==> config.mk <==
export PLATFORM = sky130hd
export DESIGN_NAME = inst_fetch_buffer
export DESIGN_NICKNAME = d
export VERILOG_FILES = /design/src/rtl/inst_fetch_buffer.sv
export SDC_FILE = /design/constraint.sdc
export NUM_CORES = 1
export LEC_CHECK = 0
export CAP_MARGIN = 20
export CORE_ASPECT_RATIO = 1.4
export CORE_MARGIN = 1
export CORE_UTILIZATION = 58
export CTS_BUF_LIST = sky130_fd_sc_hd__clkbuf_2 sky130_fd_sc_hd__clkbuf_4 sky130_fd_sc_hd__clkbuf_8
export DETAILED_ROUTE_END_ITERATION = 16
export PLACE_DENSITY = 0.91
export SETUP_SLACK_MARGIN = 0.5
export SLEW_MARGIN = 15
export SYNTH_ARGS = -nofsm -noshare
export SYNTH_HDL_FRONTEND = slang
export SYNTH_SLANG_ARGS = --single-unit
==> constraint.sdc <==
create_clock -name clk -period 3.04 [get_ports clk]
set_clock_uncertainty 0.2 [all_clocks]
set_input_delay 0.76 -clock clk [delete_from_list [all_inputs] [get_ports clk]]
set_output_delay 0.76 -clock clk [all_outputs]
set_load 0.005 [all_outputs]
==> src/rtl/inst_fetch_buffer.sv <==
// -----------------------------------------------------------------------------
// inst_fetch_buffer
//
// Instruction fetch front end for the openmips minimal SOPC. It sits between
// inst_rom and the IF/ID stage: it generates the fetch PC, requests words from
// inst_rom (read data arrives one cycle after the request), and parks every
// returned instruction together with its PC in a small FIFO. ID stalls and
// branch redirects therefore never lose or duplicate an instruction, and the
// unit sustains one instruction per cycle when ID is not stalling.
//
// Parameters
//   DEPTH     FIFO entries (power of 2, 2..4; the count port is 3 bits wide)
//   RESET_PC  first fetch address after reset
//
// Ports
//   clk              in   rising-edge clock
//   rst              in   asynchronous reset, active low (0 = reset)
//   rom_ce_o         out  inst_rom read enable, one request per high cycle
//   rom_addr_o       out  inst_rom byte address (registered fetch PC)
//   rom_data_i       in   inst_rom data, valid the cycle after rom_ce_o=1
//   stall_i          in   ID cannot accept the head entry this cycle
//   branch_flag_i    in   redirect fetch this cycle
//   branch_target_i  in   redirect address, sampled when branch_flag_i=1
//   if_valid_o       out  head entry valid
//   if_pc_o          out  head entry PC (0 when empty)
//   if_inst_o        out  head entry instruction (0 when empty)
//   fifo_count_o     out  entries currently held (0..DEPTH)
//
// Handshake: the head entry is offered whenever if_valid_o=1 and is consumed
// on the rising edge of any cycle in which if_valid_o=1 and stall_i=0 (and no
// branch is being taken); while stall_i=1 the head pc/inst stay stable.
// -----------------------------------------------------------------------------
module inst_fetch_buffer #(
  parameter int          DEPTH    = 4,
  parameter logic [31:0] RESET_PC = 32'h0000_0000
) (
  input  logic        clk,
  input  logic        rst,
  output logic        rom_ce_o,
  output logic [31:0] rom_addr_o,
  input  logic [31:0] rom_data_i,
  input  logic        stall_i,
  input  logic        branch_flag_i,
  input  logic [31:0] branch_target_i,
  output logic        if_valid_o,
  output logic [31:0] if_pc_o,
  output logic [31:0] if_inst_o,
  output logic [2:0]  fifo_count_o
);

  localparam int         PW      = (DEPTH > 1) ? $clog2(DEPTH) : 1;
  localparam logic [2:0] FULL_C  = 3'(DEPTH);
  localparam logic [3:0] DEPTH_C = 4'(DEPTH);

  // Fetch state
  logic        run_q, run_d;
  logic [31:0] fetch_pc_q, fetch_pc_d;
  logic        inflight_q, inflight_d;
  logic [31:0] req_pc_q, req_pc_d;       // PC of the request now in flight

  // FIFO state
  logic [2:0]    count_q, count_d;
  logic [PW-1:0] rd_ptr_q, rd_ptr_d;
  logic [PW-1:0] wr_ptr_q, wr_ptr_d;
  logic [31:0]   pc_mem_q   [DEPTH];
  logic [31:0]   pc_mem_d   [DEPTH];
  logic [31:0]   inst_mem_q [DEPTH];
  logic [31:0]   inst_mem_d [DEPTH];

  logic [3:0] occupancy;
  logic       push;
  logic       pop;

  // ---------------------------------------------------------------------------
  // Outputs and control strobes
  // ---------------------------------------------------------------------------
  always_comb begin
    // A new request is only allowed if every word already held or still on its
    // way from the ROM fits; a pop in the same cycle is deliberately not
    // credited, which keeps the issue decision independent of stall_i.
    occupancy  = {1'b0, count_q} + {3'b000, inflight_q};
    rom_ce_o   = run_q & ~branch_flag_i & (occupancy < DEPTH_C);
    rom_addr_o = fetch_pc_q;

    if_valid_o   = (count_q != 3'd0);
    if_pc_o      = if_valid_o ? pc_mem_q[rd_ptr_q]   : 32'h0;
    if_inst_o    = if_valid_o ? inst_mem_q[rd_ptr_q] : 32'h0;
    fifo_count_o = count_q;

    // A branch discards the word returning this cycle and overrides the pop.
    push = inflight_q & ~branch_flag_i;
    pop  = if_valid_o & ~stall_i & ~branch_flag_i;
  end

  // ---------------------------------------------------------------------------
  // Next-state logic
  // ---------------------------------------------------------------------------
  always_comb begin
    run_d      = 1'b1;
    fetch_pc_d = fetch_pc_q;
    req_pc_d   = req_pc_q;
    inflight_d = rom_ce_o;
    count_d    = count_q;
    rd_ptr_d   = rd_ptr_q;
    wr_ptr_d   = wr_ptr_q;
    pc_mem_d   = pc_mem_q;
    inst_mem_d = inst_mem_q;

    if (branch_flag_i) begin
      // Redirect: flush everything; rom_ce_o is already low so nothing is
      // left in flight after this edge.
      fetch_pc_d = branch_target_i;
      count_d    = 3'd0;
      rd_ptr_d   = '0;
      wr_ptr_d   = '0;
    end else begin
      if (rom_ce_o) begin
        fetch_pc_d = fetch_pc_q + 32'd4;
        req_pc_d   = fetch_pc_q;
      end

      if (push) begin
        pc_mem_d[wr_ptr_q]   = req_pc_q;
        inst_mem_d[wr_ptr_q] = rom_data_i;
        wr_ptr_d             = wr_ptr_q + PW'(1);
      end

      if (pop) begin
        rd_ptr_d = rd_ptr_q + PW'(1);
      end

      case ({push, pop})
        2'b10:   count_d = count_q + 3'd1;
        2'b01:   count_d = count_q - 3'd1;
        default: count_d = count_q;
      endcase
    end
  end

  // ---------------------------------------------------------------------------
  // State registers
  // ---------------------------------------------------------------------------
  always_ff @(posedge clk or negedge rst) begin
    if (!rst) begin
      run_q      <= 1'b0;
      fetch_pc_q <= RESET_PC;
      inflight_q <= 1'b0;
      req_pc_q   <= RESET_PC;
      count_q    <= 3'd0;
      rd_ptr_q   <= '0;
      wr_ptr_q   <= '0;
      pc_mem_q   <= '{default: 32'h0};
      inst_mem_q <= '{default: 32'h0};
    end else begin
      run_q      <= run_d;
      fetch_pc_q <= fetch_pc_d;
      inflight_q <= inflight_d;
      req_pc_q   <= req_pc_d;
      count_q    <= count_d;
      rd_ptr_q   <= rd_ptr_d;
      wr_ptr_q   <= wr_ptr_d;
      pc_mem_q   <= pc_mem_d;
      inst_mem_q <= inst_mem_d;
    end
  end

  // The issue rule guarantees a free slot for every returning word.
  a_no_push_when_full: assert property (@(posedge clk) disable iff (!rst)
    !(push && (count_q == FULL_C)));

endmodule

==> metrics, run 1 <==
initial core utilization 59.2%; CTS Buf Count 47; layout cells sized above 1 48.5%; die area 26600 µm²; number of vias per cell around 6.3; worst min-delay path class flip-flop to flip-flop; slowest CP cell dfrtp_4; CTS H-tree lvls 2; Total Routing Usage GR 29.5%; max-cap check violation count 0; syn nets approximately 1200; Clock Tree Root clkbuf_8; status finished, violations left; Slew headroom between 50 and 60%; failing checks setup timing; Post-Syn Area roughly 15000 µm²; Die Y-Extent 192 µm; commonest cells after routing, fill and taps aside 299 x dfrtp_1, 259 x mux2_2, 117 x nand2_1; largest net degree at the start of global routing 86; commonest non-fill, non-tap cell in the layout dfrtp_1; Synth area leaders dfrtp_1 55%, mux2_2 19%, mux4_2 9.6%, nand2_1 3.0%, and2_1 2.8%; Cells after DPL 1557; Routed WL per cell 23.7 µm; Final period util 106%; Die X between 100 and 150 µm; worst path buffer plus inverter count 4; io pins 169; PortBufs 168; P_leak around 9.1 nW; Fin Setup TNS -6.21 ns; Synth Instances 1102; Yosys top cell by area dfrtp_1; first-pass GRT wire length 60700 µm; startpoint types flip-flop; crit-path cells buf_12 > buf_8 > buf_16 > mux4_2 > and2_4 > buf_6; top cell type's share of synthesized area a little over half; clock sink total 329; area of the core 25400 µm²; DRT Wirelength 40300 µm; crit path capture type output port; syn avg cell area 13.6 µm²; fin cells about 1700; vias in the first global route roughly 11000; maximum vdd drop ~0.0005 V; Worst Path Arrival 2.26 ns; Syn. warnings 0; area grow syn2layout 29.7%; Tmin final 3.22 ns; slowest cell delay on critical path approximately 0.52 ns; CP delay by family, top buffers and inverters; Max Buffers Root-to-Sink 3; antenna violations before repair 1; library cells used by synthesis 49; P per Cell Area 815 nW/µm²; DR pass1 iterations 6; drt drc 0; CTS tree built; sequential cell area fraction in the yosys report a little over half; max-slew violation count 0; RSZ-0062 raised after global routing true; Final Util 76.8%; detailed placement HPWL 22100 µm; initial drt markers 857; worst setup margin -0.178 ns; fmax 311 MHz; nets 1425; worst slew pin tran 0.729 ns; critical path class flip-flop to output port; # setup viols final 60; R2R Setup Slk 0.52 ns; Skew-Pair Late Insertion Delay 0.58 ns; Crit path required time 2.08 ns; flops & latches, synth 329; detailed-route via count between 10000 and 15000; Std-Cell Rows 69; gr ovfl total 0; RD Place Congestion 0.860; crit-path max FO 6; Clk pin slew, worst setup/hold paths around 0.06 ns; Detail Route Antenna Nets 0; Final Hold Viols 0
## final timing paths
kind,from,endpoint,depth (start not counted)
setup / recovery,rd_ptr_q[0]$_DFFE_PN0P_,if_pc_o[18],6
hold / removal,inst_mem_q[25]$_DFFE_PN0P_,inst_mem_q[25]$_DFFE_PN0P_,1
setup reg to reg,fifo_count_o[2]$_DFFE_PN0P_,rom_addr_o[25]$_DFFE_PN0P_,7
hold reg to reg,inst_mem_q[25]$_DFFE_PN0P_,inst_mem_q[25]$_DFFE_PN0P_,1
max in group asynchronous,rst,inst_mem_q[16]$_DFFE_PN0P_,3
min in group asynchronous,rst,pc_mem_q[108]$_DFFE_PN0P_,2
## flip-flops by register name, indices dropped and copies added, names as in the netlist
name,flops
fifo_count_o,3
inflight_q,1
inst_mem_q,128
pc_mem_q,128
rd_ptr_q,2
req_pc_q,32
rom_addr_o,32
run_q,1
wr_ptr_q,2
## cell type report
class | instances | area, µm²
flip-flops and latches | 329 | 8280
multi-input cells | 691 | 6640
fillers | 1436 | 5890
repair buffers | 270 | 3140
clock buffers | 78 | 948
well taps | 319 | 399
inverters | 12 | 50.0
clock inverters | 5 | 31.3
diodes | 1 | 2.50
## per-layer routing
layer,track usage (%),part of all wire (%),vias up
li1,-,-,4540
met1,36.7,37,5515
met2,50.9,52,564
met3,4.42,6.8,132
met4,14.2,4.3,0
met5,0,0,-
## cells by family (layout without fill, tap and decap cells)
kind of cell / after synthesis / count (layout) / synth area share (%)
adders and majority gates: 6 / 6 / 0.550
other: 1 / 2 / 0.0250
buffers and inverters: 82 / 365 / 2.20
muxes: 325 / 325 / 29.1
xor gates and xnor gates: 4 / 4 / 0.233
DFF: 329 / 329 / 54.8
and+or+nand+nor: 286 / 286 / 9.69
AOI/OAI and AO/OA: 69 / 69 / 3.35
## synth_stat cells, drive strengths merged
library cell    n
a211o           1
a21bo           1
a21o            1
a21oi           5
a221o           4
a22oi          10
a31oi           2
a32oi           1
and2           68
and3            6
buf            21
clkbuf         49
conb            1
dfrtp         329
fa              1
ha              5
inv            12
mux2          259
mux2i           2
mux4           64
nand2         121
nand2b          2
nand3          24
nand4           9
nand4b          2
nor2           10
nor2b           3
nor3           11
nor3b           1
nor4            5
o211ai          8
o21a            1
o21ai          15
o21bai          1
o311a           1
o311ai         14
o31a            2
o31ai           2
or2             1
or3             7
or3b            1
or4            14
or4b            1
xnor2           4
## power breakdown
part | internal [mW] | total (mW) | leakage, nW | switching, mW
sequential | 5.55 | 6.40 | 4.26 | 0.851
combinational | 3.70 | 5.86 | 4.28 | 2.17
clock | 1.96 | 3.62 | 0.525 | 1.65
## per-stage QoR
step	hold WS [ns]	setup WS, ns	area [µm²]	total power, mW
floorplan	0.264	0.266	15000	8.75
global placement	0.282	-0.0963	17400	10.5
detailed placement	0.287	-0.0941	17400	10.7
CTS	0.301	-0.192	19100	15.4
global route	0.309	-0.226	19500	16.6
finish	0.299	-0.178	19500	15.9
## timing repair
item / CTS / global route
buffers inserted: 35 / 18
cloned: 9 / 1
hold buffers: 1 / 0
hold endpoints to repair: 38 / 0
endpoints found under the setup margin: 93 / 81
resized for setup: 404 / 52
pin swaps: 22 / 3
(Power assumes the default switching activity.)
==> run 2: changes to the inputs <==
ABC_AREA = 1   (was not set)
CORE_UTILIZATION = 53   (was 58)
PLACE_DENSITY = 0.88   (was 0.91)
clock period = 2.6 ns   (was 3.04 ns; I/O delays follow)
==> metrics, run 2 <==
number of vias per cell 5.86 (-7.1%); crit-path max FO 7 (+1); syn nets 1966 (+67%); commonest non-fill, non-tap cell in the layout nand2_1; CTS H-tree lvls 2 (unchanged); # setup viols final 65 (+8.3%); commonest cells after routing, fill and taps aside 390 x nand2_1, 326 x o21ai_0, 317 x dfrtp_1; vias in the first global route 14200 (+27%); Skew-Pair Late Insertion Delay 0.61 ns (+0.03 ns); Final period util 116%; Synth Instances 1892 (+72%); syn avg cell area 8.02 µm² (-41%); initial core utilization 54.4% (-4.8 points); max-cap check violation count 0 (unchanged); status finished, violations left; area of the core 27900 µm² (+10%); largest net degree at the start of global routing 66 (-23%); DR pass1 iterations 8 (+2); Synth top cells by count 430 x o21ai_0, 398 x nand2_1, 329 x dfrtp_1, 304 x nor2_1, 127 x inv_1; first-pass GRT wire length 70900 µm (+17%); sequential cell area fraction in the yosys report 54.2% (-0.58 points); Yosys top cell by area dfrtp_1; startpoint types flip-flop; Worst Path Arrival 2.15 ns (-0.11 ns); antenna violations before repair 0 (-1); critical path class flip-flop to output port; maximum vdd drop 0.000603 V (+20%); io pins 169 (unchanged); Routed WL per cell 19.3 µm (-18%); clock sink total 329 (unchanged); worst setup margin -0.404 ns (-0.225 ns); worst min-delay path class flip-flop to flip-flop; Max Buffers Root-to-Sink 3 (unchanged); DRT Wirelength 49500 µm (+23%); Largest regs inst_mem_q (128), pc_mem_q (128); CTS tree built; library cells used by synthesis 33 (-33%); Synth area leaders dfrtp_1 54%, o21ai_0 14%, nand2_1 9.8%, nor2_1 7.5%, inv_1 3.1%; Final Util 73.8% (-3.0 points); PortBufs 168 (unchanged); Final Hold Viols 0 (unchanged); CTS Buf Count 48 (+2.1%); Tmin final 3.00 ns; top cell type's share of synthesized area 54.2% (-0.58 points); layout cells sized above 1 24.1% (-24 points); Clock Tree Root clkbuf_8; asr flop ratio synth 100% (unchanged); Total Routing Usage GR 29.9% (+0.38 points); Std-Cell Rows 72 (+4.3%); Post-Syn Area 15200 µm² (+1.1%); count leader, synth o21ai_0; nets 2224 (+56%); RSZ-0062 raised after global routing true; Crit path required time 1.75 ns (-0.33 ns); crit path capture type output port; Slew headroom 61.8% (+11 points); drt drc 0 (unchanged); Detail Route Antenna Nets 0 (unchanged); Die X 145 µm (+5.1%); Post-synth EDFFs 0 (unchanged); max-slew violation count 0 (unchanged); Synth Flop Type dfrtp_1; RD Place Congestion 0.926 (+7.7%); hold slack 0.281 ns (-0.0184 ns); worst slew pin tran 0.573 ns (-0.157 ns); failing checks setup timing; area grow syn2layout 35.7%; P per Cell Area 1020 nW/µm² (+26%); P_leak 9.66 nW (+6.6%); Syn. warnings 0 (unchanged); detailed-route via count 15000 (+39%); flops & latches, synth 329 (unchanged); Die Y-Extent 202 µm (+5.1%); diode count 0 (-1); fmax between 300 and 400 MHz; initial drt markers 1534 (+79%); gr ovfl total 0 (unchanged); Clk pin slew, worst setup/hold paths 0.07 ns (about the same); detailed placement HPWL 25200 µm (+14%); die area 29300 µm² (+10%)
-- run 2: cell types whose count changed after synthesis, sizes merged, moves of 14 or more --
cell	before	now
o21ai	15	430
nor2	10	312
nand2	121	401
mux2	259	0
inv	12	130
a21oi	5	78
and2	68	0
mux4	64	0
buf	21	70
nand3	24	48
o311ai	14	0
or4	14	0
-- run 2: cells by family (layout without fill, tap and decap cells) --
family          count (synthesis)  after routing  share of synthesized area [%]
buf+inv                       251            549                           6.82
flops                         329            329                           54.2
simple gates                  777            777                           20.6
other cells                     1              1                         0.0247
xor+xnor                        9              9                          0.519
compound gates                519            519                           17.3
fa+ha+maj                       6              6                          0.544
-- run 2: area by class of cell --
| type | instances | area, µm² |
|---|---|---|
| repair buffers | 328 | 3530 |
| inverters | 131 | 512 |
| clock buffers | 78 | 973 |
| well taps | 370 | 463 |
| clock inverters | 12 | 218 |
| fillers | 1801 | 7320 |
| flip-flops and latches | 329 | 8250 |
| multi-input cells | 1312 | 6660 |
-- run 2: metrics by stage --
step	instances	instance area, µm²	total power, mW	setup TNS [ns]	setup slack [ns]
after floorplan	1892	15200	10.7	0	0.503
after global placement	2380	17700	13.7	-0.508	-0.167
after detailed placement	2380	17700	14.0	-0.849	-0.170
after CTS	2513	19400	19.4	-32.75	-0.691
after global routing	2560	20600	22.1	-21.71	-0.488
final	2560	20600	21.1	-17.78	-0.404
-- run 2: what timing repair did --
item,4_1_cts,5_1_grt
gates cloned,5,18
hold buffers,1,0
endpoints found under the setup margin,101,108
hold endpoints to repair,57,0
pin swaps,10,117
buffers inserted,37,29
resized for setup,180,505
-- run 2: worst paths after layout --
kind / startpoint / end / slack, ns / cells after the start
max in group asynchronous: rst / inst_mem_q[115]$_DFFE_PN0P_ / 1.02 / 3
worst min-delay path: inst_mem_q[89]$_DFFE_PN0P_ / inst_mem_q[89]$_DFFE_PN0P_ / 0.28 / 2
worst max-delay path: rd_ptr_q[0]$_DFFE_PN0P_ / if_pc_o[8] / -0.40 / 9
worst min register to register: inst_mem_q[89]$_DFFE_PN0P_ / inst_mem_q[89]$_DFFE_PN0P_ / 0.28 / 2
min in group asynchronous: rst / inst_mem_q[7]$_DFFE_PN0P_ / 0.38 / 2
worst max register to register: fifo_count_o[2]$_DFFE_PN0P_ / fifo_count_o[2]$_DFFE_PN0P_ / 0.39 / 12
-- run 2: report_power, final --
part           switching (mW)  internal, mW
registers                1.08          6.60
clock network            2.09          2.97
logic                    4.61          3.71
-- run 2: worst max-delay path: stages, from the launching register on --
cell and delay, ns:
dfrtp_4 0.50, buf_12 0.16, buf_12 0.13, buf_8 0.12, clkbuf_16 0.17, nor2_2 0.11
nor2_1 0.05, o21ai_1 0.09, a21oi_1 0.09, clkbuf_2 0.12
-- run 2: routing by layer --
layer | vias to the layer above | routed length [µm] | track usage (%)
met3 | 221 | 4270 | 4.63
met1 | 7133 | 17800 | 36.4
met5 | - | 0 | 0
li1 | 6647 | - | -
met2 | 992 | 24800 | 51.6
met4 | 0 | 2640 | 14.7
